### src/rtl/cp0_exc_ctrl.sv
// -----------------------------------------------------------------------------
// cp0_exc_ctrl
//
// Exception / ERET sequencer and the write-side initiator for the CP0 register
// file. Sits between the pipeline commit stage and a single-write-port CP0
// register file.
//
//  * Exception: a chain of read-modify-write accesses updates BadVAddr (8),
//    Cause (13), EPC (14) and Status (12), then a one-cycle PC redirect to
//    EXC_VECTOR is pulsed.
//  * ERET: EPC is read into the redirect target, Status.EXL is cleared, then
//    the redirect is pulsed.
//  * Idle: pipeline MTC0 writes are forwarded combinationally to the write
//    port in the same cycle.
//
// Optional feature macro: CP0_BADVADDR_EN
//   defined   - W_BADV state present; BadVAddr is written when
//               exc_badv_valid accompanies the exception.
//   undefined - W_BADV removed; exc_badv_valid / exc_badvaddr are ignored and
//               reg 8 is never written by the sequencer.
//
// Ports
//   clk             in   system clock, rising edge
//   rst             in   asynchronous reset, active-low
//   exc_valid       in   exception at commit (single-cycle request)
//   exc_code        in   [4:0]  ExcCode
//   exc_pc          in   [31:0] PC of faulting instruction
//   exc_bd          in   faulting instruction is in a delay slot
//   exc_badv_valid  in   exc_badvaddr is meaningful
//   exc_badvaddr    in   [31:0] faulting address
//   eret_valid      in   ERET at commit
//   mtc0_valid      in   MTC0 at commit
//   mtc0_addr       in   [4:0]  MTC0 target register
//   mtc0_sel        in   [2:0]  MTC0 target select
//   mtc0_wdata      in   [31:0] MTC0 write data
//   busy            out  sequencer not idle; pipeline must hold commit
//   redirect_valid  out  one-cycle PC redirect pulse
//   redirect_pc     out  [31:0] redirect target
//   cp0_waddr       out  [4:0]  CP0 write address
//   cp0_sel         out  [2:0]  CP0 select
//   cp0_wen         out  CP0 write enable
//   cp0_wdata       out  [31:0] CP0 write data
//   cp0_raddr       out  [4:0]  CP0 read address
//   cp0_rdata       in   [31:0] CP0 read data (combinational)
// -----------------------------------------------------------------------------
module cp0_exc_ctrl #(
   parameter logic [31:0] EXC_VECTOR = 32'hbfc00380
) (
   input  logic        clk,
   input  logic        rst,
   input  logic        exc_valid,
   input  logic [4:0]  exc_code,
   input  logic [31:0] exc_pc,
   input  logic        exc_bd,
   input  logic        exc_badv_valid,
   input  logic [31:0] exc_badvaddr,
   input  logic        eret_valid,
   input  logic        mtc0_valid,
   input  logic [4:0]  mtc0_addr,
   input  logic [2:0]  mtc0_sel,
   input  logic [31:0] mtc0_wdata,
   output logic        busy,
   output logic        redirect_valid,
   output logic [31:0] redirect_pc,
   output logic [4:0]  cp0_waddr,
   output logic [2:0]  cp0_sel,
   output logic        cp0_wen,
   output logic [31:0] cp0_wdata,
   output logic [4:0]  cp0_raddr,
   input  logic [31:0] cp0_rdata
);

   localparam logic [4:0] REG_BADV   = 5'd8;
   localparam logic [4:0] REG_STATUS = 5'd12;
   localparam logic [4:0] REG_CAUSE  = 5'd13;
   localparam logic [4:0] REG_EPC    = 5'd14;

   typedef enum logic [2:0] {
      IDLE,
`ifdef CP0_BADVADDR_EN
      W_BADV,
`endif
      W_CAUSE,
      W_EPC,
      W_STATUS,
      E_EPC,
      E_STATUS,
      REDIRECT
   } state_t;

   state_t      state;
   logic        old_exl;
   logic [31:0] redirect_pc_q;

   // Exception context captured when the exception is accepted
   logic [4:0]  code_q;
   logic [31:0] pc_q;
   logic        bd_q;
`ifdef CP0_BADVADDR_EN
   logic [31:0] badv_q;
`else
   logic        unused_badv;
   assign unused_badv = ^{exc_badv_valid, exc_badvaddr};
`endif

   // Cause update: ExcCode always replaced; BD replaced only for a first-level
   // exception (EXL was clear), otherwise the original BD is preserved.
   function automatic logic [31:0] merge_cause(input logic [31:0] cur,
                                               input logic [4:0]  code,
                                               input logic        bd,
                                               input logic        keep_bd);
      logic [31:0] r;
      r      = cur;
      r[6:2] = code;
      if (!keep_bd)
         r[31] = bd;
      return r;
   endfunction

   // EPC points at the branch when the fault is in its delay slot
   function automatic logic [31:0] epc_value(input logic [31:0] pc,
                                             input logic        bd);
      return bd ? (pc - 32'd4) : pc;
   endfunction

   // Control state: FSM, old EXL snapshot, redirect target
   always_ff @(posedge clk or negedge rst) begin
      if (!rst) begin
         state         <= IDLE;
         old_exl       <= 1'b0;
         redirect_pc_q <= 32'd0;
      end else begin
         case (state)
            IDLE: begin
               if (exc_valid) begin
                  // cp0_raddr points at Status while idle
                  old_exl <= cp0_rdata[1];
`ifdef CP0_BADVADDR_EN
                  state   <= exc_badv_valid ? W_BADV : W_CAUSE;
`else
                  state   <= W_CAUSE;
`endif
               end else if (eret_valid) begin
                  state <= E_EPC;
               end
            end
`ifdef CP0_BADVADDR_EN
            W_BADV:   state <= W_CAUSE;
`endif
            W_CAUSE:  state <= old_exl ? W_STATUS : W_EPC;
            W_EPC:    state <= W_STATUS;
            W_STATUS: begin
               redirect_pc_q <= EXC_VECTOR;
               state         <= REDIRECT;
            end
            E_EPC: begin
               redirect_pc_q <= cp0_rdata;
               state         <= E_STATUS;
            end
            E_STATUS: state <= REDIRECT;
            REDIRECT: state <= IDLE;
            default:  state <= IDLE;
         endcase
      end
   end

   // Exception context registers carry data only and need no reset
   always_ff @(posedge clk) begin
      if (state == IDLE && exc_valid) begin
         code_q <= exc_code;
         pc_q   <= exc_pc;
         bd_q   <= exc_bd;
`ifdef CP0_BADVADDR_EN
         badv_q <= exc_badvaddr;
`endif
      end
   end

   // CP0 port drive. Reads and the dependent write data are combinational
   // within a state; the write lands on the edge that leaves the state.
   // Everything is held at zero while reset is asserted.
   always_comb begin
      cp0_wen   = 1'b0;
      cp0_waddr = 5'd0;
      cp0_sel   = 3'd0;
      cp0_wdata = 32'd0;
      cp0_raddr = 5'd0;
      if (rst) begin
         case (state)
            IDLE: begin
               cp0_raddr = REG_STATUS;
               if (!exc_valid && !eret_valid && mtc0_valid) begin
                  cp0_wen   = 1'b1;
                  cp0_waddr = mtc0_addr;
                  cp0_sel   = mtc0_sel;
                  cp0_wdata = mtc0_wdata;
               end
            end
`ifdef CP0_BADVADDR_EN
            W_BADV: begin
               cp0_wen   = 1'b1;
               cp0_waddr = REG_BADV;
               cp0_wdata = badv_q;
            end
`endif
            W_CAUSE: begin
               cp0_raddr = REG_CAUSE;
               cp0_wen   = 1'b1;
               cp0_waddr = REG_CAUSE;
               cp0_wdata = merge_cause(cp0_rdata, code_q, bd_q, old_exl);
            end
            W_EPC: begin
               cp0_wen   = 1'b1;
               cp0_waddr = REG_EPC;
               cp0_wdata = epc_value(pc_q, bd_q);
            end
            W_STATUS: begin
               cp0_raddr = REG_STATUS;
               cp0_wen   = 1'b1;
               cp0_waddr = REG_STATUS;
               cp0_wdata = cp0_rdata | 32'h0000_0002;
            end
            E_EPC: begin
               cp0_raddr = REG_EPC;
            end
            E_STATUS: begin
               cp0_raddr = REG_STATUS;
               cp0_wen   = 1'b1;
               cp0_waddr = REG_STATUS;
               cp0_wdata = cp0_rdata & ~32'h0000_0002;
            end
            default: ;
         endcase
      end
   end

   assign busy           = (state != IDLE);
   assign redirect_valid = (state == REDIRECT);
   assign redirect_pc    = redirect_pc_q;

endmodule
### config.mk
export PLATFORM = sky130hd
export DESIGN_NAME = cp0_exc_ctrl
export DESIGN_NICKNAME = d
export VERILOG_FILES = /design/src/rtl/cp0_exc_ctrl.sv
export SDC_FILE = /design/constraint.sdc
export NUM_CORES = 1
export LEC_CHECK = 0
export CORE_AREA = 2 2 115 105
export DETAILED_ROUTE_END_ITERATION = 10
export DIE_AREA = 0 0 117 107
export GPL_ROUTABILITY_DRIVEN = 0
export GPL_TIMING_DRIVEN = 0
export PLACE_DENSITY = 0.77
export SKIP_LAST_GASP = 1
export SLEW_MARGIN = 15
export SYNTH_ARGS = -nofsm -noshare
export SYNTH_HDL_FRONTEND = slang
export SYNTH_SLANG_ARGS = --single-unit
### constraint.sdc
create_clock -name clk -period 2.15 [get_ports clk]
set_input_delay 0.215 -clock clk [delete_from_list [all_inputs] [get_ports clk]]
set_output_delay 0.215 -clock clk [all_outputs]
set_load 0.005 [all_outputs]
==> flow_summary_export.csv <==
group,metric,value,unit
setup_path,startpoint,"pc_q[3]$_DFFE_PP_",
layout,seq_area,2043,um2
die,num_rows,37,
synthesis,ys_warn_count,0,
grt,antenna_found_initial,0,
die,die_w,117,um
timing,hold_viol_final,0,
power_and_ir_drop,power.density,1018,nW/um2
synthesis,yosysUniqueCellTypes,50,
setup_path,required,1.93,ns
synthesis,syn-num-nets,499,
grt,grt_pass1_vias,4122,
synthesis,postSynth.asyncResetShare,48.65,%
cts,clk_latency,0.33,ns
layout,fin_nets,756,
power_and_ir_drop,vdd_drop_max,428.4,uV
flow_run,max-cap-violations,0,
cts,clock-sinks,74,
worst_hold_path,hold_class,"in -> async",
setup_path,r2r_slack,0.30,ns
timing,finalMaxSlewViolations,0,
synthesis,synth_flop_cell,"edfxtp_1",
synthesis,synthTopCellsByArea,"edfxtp_1 29%, dfrtp_1 23%, xor2_1 5.0%",
cts,cts_made_buffers,9,
layout,drive_above_1_share,30.23,%
die,ioPinCount,228,
layout,diodes,0,
cts,clk_root_buffer_cell,"clkbuf_16",
synthesis,ys_ff_latch,74,
setup_path,path_class,"reg -> out",
setup_path,end_kind,"output port",
place,post-place-cells,700,
synthesis,synthesis.area,3881,um2
drt,viasPerCell,5.388,
setup_path,reg2regPathDepth,5,
die,start_util,34.22,%
grt,grt_pass1_wl,22450,um
drt,drc_errors,0,
cts,cts_tree,"yes",
setup_path,startpoint_type,"flip-flop",
synthesis,netlist_instances,350,
timing,setup_violations,32,
timing,skew,0.007731,ns
synthesis,yosysSeqAreaShare,52.61,%
synthesis,synth_edf_count,38,
place,post-dp-hpwl,10940,um
die,core,11340,um2
drt,dr.pass1.iters,6,
die,dieArea,12520,um2
setup_path,r2r_start,"state[1]$_DFFE_PN0P_",
drt,antenna_left,0,
timing,timing.fmax,412.0,MHz
layout,n_fill_cell,882,
setup_path,crit_fanout,6,
drt,via_count,4138,
drt,wirelength,15840,um
grt,grt_usage,24.01,%
synthesis,yosysTopAreaCell,"edfxtp_1",
synthesis,synthTopCellsByCount,"38 x edfxtp_1, 36 x dfrtp_1, 25 x nor2_1",
timing,rsz0062_at_grt,"yes",
cts,htreeDepth,3,
outcome,status,"finished, violations left",
power_and_ir_drop,p_total,7.253,mW
grt,gr-total-overflow,0,
grt,grt_max_degree,40,
layout,final_area,7123,um2
timing,max-slew-margin-rel,51.01,%
place,portBuffers,193,
synthesis,synth.most_common_cell,"edfxtp_1",
power_and_ir_drop,p_leak,2.880,nW
timing,finalWorstSetupSlack,-0.2775,ns
cts,clk_pin_slew,0.06,ns
outcome,failed_checks,"setup timing",
die,die_h,107,um
layout,syn2layout_area_growth,83.53,%
setup_path,crit_arrival,2.21,ns
layout,multiInputGateArea,2011,um2
synthesis,syn_area_per_cell,11.09,um2
timing,min_period,2.427,ns
timing,tightest_slew,0.7348,ns
place,place_area,6025,um2
setup_path,rr_endpoint,"old_exl$_DFFE_PN0P_",
drt,dr.first_iter.drc_count,306,
cts,cts_buffer_depth,2,
drt,routedWlPerCell,20.63,um
layout,post_layout_nonfiller_instances,768,
synthesis,synth_top_area_share,29.40,%
timing,fin_crit_sh,112.9,%
timing,hold_slack,0.04263,ns
==> cells in the final DEF, fill, tap and decap left out, drive strengths merged, types with 12 or more instances in the layout <==
master         Yosys  final
edfxtp            38     38
a22oi             23     23
o22ai             21     21
nor2              26     27
buf               16     95
a21oi             14     14
xor2              22     22
a22o              20     20
o22a              12     12
nand2             15     15
clkbuf            14     30
clkdlybuf4s50      0    152
dfrtp             36     36
==> kinds of logic (layout without fill, tap and decap cells) <==
family	after synthesis	in the layout	share of synthesized area, %
adder cells (fa/ha/maj)	1	1	0.3223
AND/OR/NAND/NOR	94	95	13.38
buffers and inverters	36	297	4.481
other	1	1	0.09662
flip-flops	74	74	52.61
XOR/XNOR	29	29	6.544
multiplexers	2	2	0.5480
AO/OA/AOI/OAI	113	113	22.02
==> worst max-delay path, stage by stage, from the launching register on <==
cell	delay (ns)
edfxtp_1	0.44
buf_6	0.15
nor4b_4	0.34
buf_6	0.17
buf_12	0.12
buf_8	0.11
nand4_1	0.12
xor2_1	0.17
o22ai_1	0.10
buf_2	0.15
==> worst max path at each step <==
stage / endpoint / slack (ns) / cells after the start
2_1_floorplan: old_exl$_DFFE_PN0P_ / 0.29 / 4
3_3_place_gp: cp0_wdata[25] / -2.19 / 5
3_5_place_dp: cp0_wdata[30] / -0.65 / 7
4_1_cts: cp0_wdata[6] / -0.26 / 8
5_1_grt: cp0_wdata[17] / -0.40 / 9
6_report: cp0_wdata[25] / -0.28 / 9
==> sequential cells by signal, summed over array words and instances (netlist names) <==
name         flops
pc_q            32
redirect_pc     32
code_q           5
state            3
bd_q             1
old_exl          1
==> cell type report <==
| cell class | count | share of cell area [%] |
|---|---|---|
| plain buffers | 30 | 3.513 |
| clock buffers | 10 | 3.355 |
| clock inverters | 6 | 1.265 |
| inverters | 6 | 0.3162 |
| multi-input cells | 241 | 28.23 |
| flip-flops and latches | 74 | 28.68 |
| well taps | 156 | 2.740 |
| repair buffers | 245 | 31.90 |
==> per-layer routing <==
layer  wire (um)  vias up  global-route usage (%)
met1        6255     2017                   30.08
met4         482        0                   9.412
met3        1306       38                   5.201
met2        7798      214                   40.21
met5           0        -                       0
li1            -     1869                       -
==> per-stage QoR <==
step	utilization [%]	TNS (ns)	worst slack (ns)
3_5_place_dp	53.12	-17.78	-0.6491
2_1_floorplan	-	0	0.2948
4_1_cts	60.49	-5.381	-0.2569
5_1_grt	62.80	-9.337	-0.4014
3_3_place_gp	52.98	-92.87	-2.187
6_report	62.80	-5.644	-0.2775
==> repair_timing <==
| action | 4_1_cts | 5_1_grt |
|---|---|---|
| resized for setup | 193 | 63 |
| endpoints found under the setup margin | 43 | 44 |
| endpoints found under the hold margin | 12 | 0 |
| setup buffers | 37 | 14 |
| gates cloned | 1 | 1 |
| hold buffers | 2 | 0 |
| pin swaps | 48 | 37 |
==> power by group <==
part	leakage (nW)	internal [mW]	switching, mW
registers	0.776	1.86	0.231
clock network	0.159	1.05	0.594
logic	1.95	1.80	1.72
total	2.88	4.71	2.55
Note: power is estimated with default switching activity, not from simulation.
